### src/rtl/monitor_cpu_xbar.sv
// Crossbar routing monitor ack-reset/drop status to cores via per-core runtime selects,
// with select-change blanking, sticky drop flags and saturating drop-event counters.
module monitor_cpu_xbar #(
    parameter int N_MON       = 6,
    parameter int N_CPU       = 4,
    parameter int SEL_W       = 3,
    parameter int CORE_W      = 2,
    parameter int HOLDOFF     = 2,
    parameter int CNT_W       = 16,
    parameter int STICKY_DROP = 1
) (
    input  logic                   clk,
    input  logic                   reset,
    input  logic                   sel_wr_en,
    input  logic [CORE_W-1:0]      sel_wr_core,
    input  logic [SEL_W-1:0]       sel_wr_data,
    input  logic [N_MON-1:0]       mon_ack_reset,
    input  logic [N_MON-1:0]       mon_drop,
    input  logic [N_CPU-1:0]       cpu_drop_clr,
    input  logic [N_CPU-1:0]       cpu_cnt_clr,
    output logic [N_CPU-1:0]       cpu_ack_reset,
    output logic [N_CPU-1:0]       cpu_drop,
    output logic [N_CPU-1:0]       cpu_sel_valid,
    output logic [N_CPU*CNT_W-1:0] cpu_drop_cnt
);

    localparam int MON_PAD = 2**SEL_W;

    // Zero-extended so any select value indexes safely; out-of-range cores are gated anyway.
    logic [MON_PAD-1:0] w_ack_pad;
    logic [MON_PAD-1:0] w_drop_pad;

    assign w_ack_pad  = MON_PAD'(mon_ack_reset);
    assign w_drop_pad = MON_PAD'(mon_drop);

    genvar gi;
    generate
        for (gi = 0; gi < N_CPU; gi++) begin : g_core
            logic [SEL_W-1:0] r_sel;
            logic [7:0]       r_hold;
            logic             r_prev;
            logic             r_ack;
            logic             r_drop;
            logic             r_valid;
            logic [CNT_W-1:0] r_cnt;

            logic w_active;
            logic w_wr_hit;
            logic w_mon_ack;
            logic w_mon_drop;
            logic w_event;

            assign w_active   = ({1'b0, r_sel} < (SEL_W+1)'(N_MON)) && (r_hold == 8'd0);
            assign w_mon_ack  = w_active & w_ack_pad[r_sel];
            assign w_mon_drop = w_active & w_drop_pad[r_sel];
            assign w_event    = w_mon_drop & ~r_prev;
            // Rewriting the current select is deliberately a no-op.
            assign w_wr_hit   = sel_wr_en && (sel_wr_core == CORE_W'(gi))
                                && (sel_wr_data != r_sel);

            always_ff @(posedge clk) begin
                if (reset) begin
                    r_sel   <= '0;
                    r_hold  <= 8'd0;
                    r_prev  <= 1'b0;
                    r_ack   <= 1'b0;
                    r_drop  <= 1'b0;
                    r_valid <= 1'b0;
                    r_cnt   <= '0;
                end else begin
                    r_valid <= w_active;
                    r_ack   <= w_mon_ack;

                    if (w_wr_hit) begin
                        r_sel  <= sel_wr_data;
                        r_hold <= 8'(HOLDOFF);
                    end else if (r_hold != 8'd0) begin
                        r_hold <= r_hold - 8'd1;
                    end

                    if (w_wr_hit) begin
                        r_prev <= 1'b0;
                        r_drop <= 1'b0;
                    end else begin
                        r_prev <= w_mon_drop;
                        if (STICKY_DROP != 0) begin
                            // A new drop beats a coincident clear so no event is lost.
                            if (w_mon_drop)
                                r_drop <= 1'b1;
                            else if (cpu_drop_clr[gi])
                                r_drop <= 1'b0;
                        end else begin
                            r_drop <= w_mon_drop;
                        end
                    end

                    if (cpu_cnt_clr[gi])
                        r_cnt <= w_event ? CNT_W'(1) : '0;
                    else if (w_event && (r_cnt != {CNT_W{1'b1}}))
                        r_cnt <= r_cnt + CNT_W'(1);
                end
            end

            assign cpu_ack_reset[gi]                = r_ack;
            assign cpu_drop[gi]                     = r_drop;
            assign cpu_sel_valid[gi]                = r_valid;
            assign cpu_drop_cnt[gi*CNT_W +: CNT_W]  = r_cnt;
        end
    endgenerate

endmodule

### config.mk
export PLATFORM = sky130hd
export DESIGN_NAME = monitor_cpu_xbar
export DESIGN_NICKNAME = d
export VERILOG_FILES = /design/src/rtl/monitor_cpu_xbar.sv
export SDC_FILE = /design/constraint.sdc
export NUM_CORES = 1
export LEC_CHECK = 0
export ABC_AREA = 1
export CORE_ASPECT_RATIO = 0.7
export CORE_MARGIN = 10
export CORE_UTILIZATION = 35
export CTS_BUF_LIST = sky130_fd_sc_hd__clkbuf_8
export DETAILED_ROUTE_END_ITERATION = 8
export SKIP_LAST_GASP = 1
export SYNTH_ARGS = -nofsm -noshare
export SYNTH_HDL_FRONTEND = slang
export SYNTH_SLANG_ARGS = --single-unit
### constraint.sdc
create_clock -name clk -period 4.38 [get_ports clk]
set_input_delay 0.876 -clock clk [delete_from_list [all_inputs] [get_ports clk]]
set_output_delay 0.876 -clock clk [all_outputs]
set_load 0.03 [all_outputs]
======== After elaboration in Yosys (flattened, before gate mapping) ========
Index checks and enable logic that the tools add are counted.
storage, ports and cells
  output and inout bits ................... 76
  word-level logic and storage cells ...... 160
  bits of input ports ..................... 28
  register bits ........................... 124
cells by class
  muxes and demuxes ....................... 44
  bitwise logic cells ..................... 16
  add/sub/neg operators ................... 8
  equality and inequality tests ........... 11
  reduce and logical (&&, ||, !) cells .... 41
  order comparisons ....................... 8
operators with widths
  cell                                                                    number
  16-bit two-way mux                                                      8
  16-bit by 1-bit adder with 16-bit output (second input constant)        4
  16-bit != test (second input constant)                                  4
  8-bit logical NOT                                                       4
  8-bit nonzero test                                                      4
  8-bit by 1-bit subtractor with 8-bit output (second input constant)     4
  1-bit binary-select mux with 3-bit select                               8
  2-bit nonzero test                                                      12
  1-bit two-way mux                                                       20
  1-bit logical AND                                                       16
  3-bit by 4-bit < comparator with 1-bit output (second input constant)   4
  2-bit two-way mux                                                       8
  1-bit AND                                                               12
  3-bit < comparator (second input constant)                              4
  3-bit != test                                                           4
  2-bit OR reduction                                                      4
  2-bit equality test (second input constant)                             2
  1-bit NOT                                                               4
  2-bit by 1-bit equality test with 1-bit output (second input constant)  1
  2-bit logical NOT                                                       1

======== Logic depth before layout (Yosys ltp) ========
  depth after elaboration ................. 7
  mapped depth ............................ 13
  depth with buffers taken out ............ 12

======== Worst setup path before layout ========
Ideal clock, no wire load.
  path kind ............................... input-to-reg
  from .................................... input port cpu_cnt_clr[1]
  to ...................................... register g_core[1].r_cnt[7]
  path buffers ............................ 2
  setup slack ............................. 2468 ps
  stages on the path ...................... 6
  arrival time ............................ 1842 ps
  cell sequence ........................... clkbuf_1 > clkinv_1 > nand2_4 > buf_8 > nand2_2 > a21oi_2
on the way
  cells in the longest elaborated chain, start to end .. 1
  elaborated cells on any way between the ends .. 2
  classes of those cells .................. 1 x mux; 1 x reduce/logical
RTL lines
  item                                                             RTL line  RTL
  start: declaration                                               20        input logic [N_CPU-1:0] cpu_cnt_clr,
  16-bit two-way mux / 2-bit nonzero test (equally long branches)  n/a
  end signal: assignment                                           98        r_cnt <= w_event ? CNT_W'(1) : '0;
  end signal: assignment                                           100       r_cnt <= r_cnt + CNT_W'(1);
  end: declaration                                                 45        logic [CNT_W-1:0] r_cnt;
Several ways; a longest one is shown, not always the timed one.
A chain may end at the register's enable or synchronous reset.

======== Worst setup path after layout ========
  from .................................... register g_core[0].r_cnt[10]
  to ...................................... output port cpu_drop_cnt[10]
RTL lines
  item                      RTL line  RTL
  start: declaration        45
  start signal: assignment  98
  start signal: assignment  100
  end: declaration          24        output logic [N_CPU*CNT_W-1:0] cpu_drop_cnt
No word-level cell between the ends.

==> qor.yml <==
run_status:
  status: "finished, final reports clean"
timing:
  tightest_slew_ps: 677.2
  maxSlewHeadroom: 0.5469
  whs_ps: 462.0
  setup_viol: 0
  hold_viol_final: 0
  layout_min_cycle_time_ps: 2623
  post-route-period-util: 0.5988
  max_freq_ghz: 0.3813
  rsz0062_at_grt: "false"
  drv_slew: 0
  skew_ps: 12.46
  tns_ps: 0
routing:
  wire_per_inst_um: 14.11
  drt_iter0_markers: 620
  wl_met1_mm: 10.23
  postRouteAntennaNets: 0
  vias_per_cell: 4.846
  dr_wl_met2_mm: 7.980
  wl_mm: 20.03
  via_count: 6877
  wl_met3_mm: 1.620
  drc_errors: 0
  top_layer_used: "met4"
  firstDrtPassIters: 5
power:
  p_comb_frac: 0.401
  p_clk_frac: 0.247
  ir_drop_mv: 0.2742
  internal-power_uw: 2563
  p_sw_frac: 0.4053
  p_leak_uw: 0.003343
  switchingPower_uw: 1747
  p_seq_frac: 0.352
  pwr_density_cell_mw_per_mm2: 487.3
finish:
  nFillCells: 2168
  final_cells: 1419
  areaGrowthSynthToFinish_pct: 20.36
  drive_above_1_share: 0.1094
  diodes: 0
  final_common_cell: "nand2_1"
  fin_nets: 1169
  layout_common_cells: "nand2_1, nor2_1, dfxtp_1, inv_1, clkdlybuf4s50_1"
synth:
  netlist_instances: 1044
  yosysWarnings: 0
  synth.distinct_cells: 48
  yosys.area_share.xor_xnor: 0.05483
  synth_top_family_by_area: "simple AND/OR/NAND/NOR gates"
  synth.avg_cell_area_um2: 7.039
  synth_area_mm2: 0.007348
  synth-simple-area-share: 0.3680
  seq_area_frac_synth: 0.3378
  muxShareOfSynthArea: 0
  ys_seq_elements: 124
  yosys.area_share.adder: 0.01873
  synth_compound_area_frac: 0.1223
  syn-num-nets: 1083
worst_hold_path:
  hold_start: "g_core[2].r_hold[0]$_SDFFE_PP0P_"
  hp-class: "flip-flop to flip-flop"
  holdPathStages: 2
  hold_end: "g_core[2].r_hold[0]$_SDFFE_PP0P_"
placed_design:
  gp_congestion: 0.8754
  dp_hpwl_mm: 15.28
  portBuffers: 103
  placed_cells_incl_taps: 1387
clocking:
  htree_num_levels: 4
  numCtsBuffers: 17
  cts_resized: 0
  cts.reportedPaths.clkPinSlew_ps: 70
  hold_buffers: 0
  clock_path_buffers: 2
  cts_tree: "yes"
  worstSkewPairLatency_ps: 440
  ctsRootBufferMaster: "clkbuf_8"
  post_cts_buffers: 0
  cts.sinks: 124
setup_path:
  critPathBufInv: 1
  worstPathMaxFanout: 8
  path_class: "flip-flop to primary output"
  r2r_slack_ps: 2070
  critPathMaxStageDelay_ps: 760
  crit-reg2reg-launch: "g_core[3].r_cnt[0]$_SDFFE_PP0P_"
  critPathSlowestCell: "clkdlybuf4s50_1"
  r2r_cells: 8
  critPathArrivalTime_ps: 1750
  crit_required_ps: 3500
  r2r-end: "g_core[3].r_cnt[5]$_SDFFE_PP0P_"
  cp-startpoint: "g_core[0].r_cnt[10]$_SDFFE_PP0P_"
  critPathLaunchType: "flip-flop"
  cp-end-kind: "primary output"
  path_cells: "clkdlybuf4s50_1"
  path_delay_family: "buffers and inverters"
floorplanning:
  start_util: 0.3550
  core_mm2: 0.02070
  fp.dieH_um: 141.2
  rows: 44
  dieArea_mm2: 0.02728
  ios: 104
  die_w_um: 193.2
grt:
  grt_usage: 0.1452
  grt_first_pass_wirelength_mm: 32.26
  grt_max_degree: 27
  grt_pass1_vias: 6116
  antenna_found_initial: 0
  overflow: 0
run:
  maxCapViolCount: 0
-- final cells by class --
| class | instances | area [um^2] | share of cell area |
|---|---|---|---|
| Clock inverter | 10 | 112.6 | 0.01273 |
| Timing Repair Buffer | 104 | 1033 | 0.1168 |
| Tap cell | 276 | 345.3 | 0.03904 |
| Sequential cell | 124 | 2482 | 0.2807 |
| Clock buffer | 22 | 302.8 | 0.03423 |
| Inverter | 112 | 425.4 | 0.04810 |
| Multi-Input combinational cell | 771 | 4143 | 0.4684 |
-- cells in the mapped netlist, drive strengths merged --
| library cell | n | area share |
|---|---|---|
| xor2 | 23 | 0.027 |
| a21oi | 97 | 0.076 |
| clkinv | 1 | 0.00051 |
| o21a | 3 | 0.0031 |
| clkbuf | 9 | 0.0073 |
| a211oi | 1 | 0.0010 |
| o21bai | 1 | 0.0010 |
| or2 | 4 | 0.0034 |
| or3 | 3 | 0.0026 |
| nor3 | 27 | 0.020 |
| a31oi | 4 | 0.0034 |
| o2111ai | 1 | 0.0012 |
| nand3b | 2 | 0.0020 |
| nand4 | 22 | 0.026 |
| nor4 | 3 | 0.0026 |
| and3 | 1 | 0.00085 |
| and2 | 5 | 0.0043 |
| ha | 11 | 0.019 |
| dfxtp | 124 | 0.34 |
| nor2 | 154 | 0.096 |
| nand2 | 244 | 0.14 |
| nand3 | 86 | 0.063 |
| buf | 28 | 0.033 |
| a21boi | 2 | 0.0020 |
| nor3b | 3 | 0.0037 |
| xnor2 | 23 | 0.027 |
| o21ai | 51 | 0.035 |
| inv | 111 | 0.057 |
-- stage by stage --
step | instance area, um^2 | total power [uW] | util | worst slack, ps
2_1_floorplan | 7348 | 2956 | - | 2468
3_3_place_gp | 8429 | 3262 | 0.4072 | 1620
3_5_place_dp | 8429 | 3273 | 0.4072 | 1560
4_1_cts | 8845 | 4353 | 0.4273 | 1729
5_1_grt | 8845 | 4623 | 0.4273 | 1687
6_report | 8845 | 4310 | 0.4273 | 1757
-- per-layer routing --
metal / up-vias / GRT usage
li1: 3540 / -
met1: 3110 / 0.2160
met2: 212 / 0.1974
met3: 15 / 0.04066
met4: 0 / 0.03633
met5: - / 0
-- worst register-to-register path: cells and delay by family (launching register included) --
family                     cells  cell delay (ps)
and+or+nand+nor                6             1260
DFF                            1              470
adders and majority gates      1              250
AOI/OAI and AO/OA              1              220
-- cell families after synthesis --
logic type / after synthesis
compound gates: 160
xor+xnor: 46
fa+ha+maj: 11
buf+inv: 149
flops: 124
simple gates: 554
-- state kept, by name, summed over array words and instances, names as in the netlist --
name            flops
g_core.r_hold      32
g_core.r_prev       4
g_core.r_cnt       64
g_core.r_ack        4
g_core.r_sel       12
g_core.r_drop       4
g_core.r_valid      4
-- power by group through the flow --
stage | clock (uW) | combinational (uW) | sequential (uW)
6_report | 1070 | 1730 | 1520
5_1_grt | 1140 | 1940 | 1540
4_1_cts | 1090 | 1750 | 1510
3_5_place_dp | 0 | 1740 | 1540
3_3_place_gp | 0 | 1730 | 1540
2_1_floorplan | 0 | 1420 | 1530
-- how the worst max path moves through the flow --
stage / end / depth (start not counted) / slack [ps]
floorplan: g_core[1].r_cnt[7]$_SDFFE_PP0P_ / 6 / 2470
global placement: g_core[3].r_cnt[4]$_SDFFE_PP0P_ / 9 / 1620
detailed placement: g_core[3].r_cnt[4]$_SDFFE_PP0P_ / 9 / 1560
CTS: cpu_drop_cnt[10] / 1 / 1730
global route: cpu_drop_cnt[10] / 1 / 1690
finish: cpu_drop_cnt[10] / 1 / 1760
Note: power is estimated with default switching activity, not from simulation.
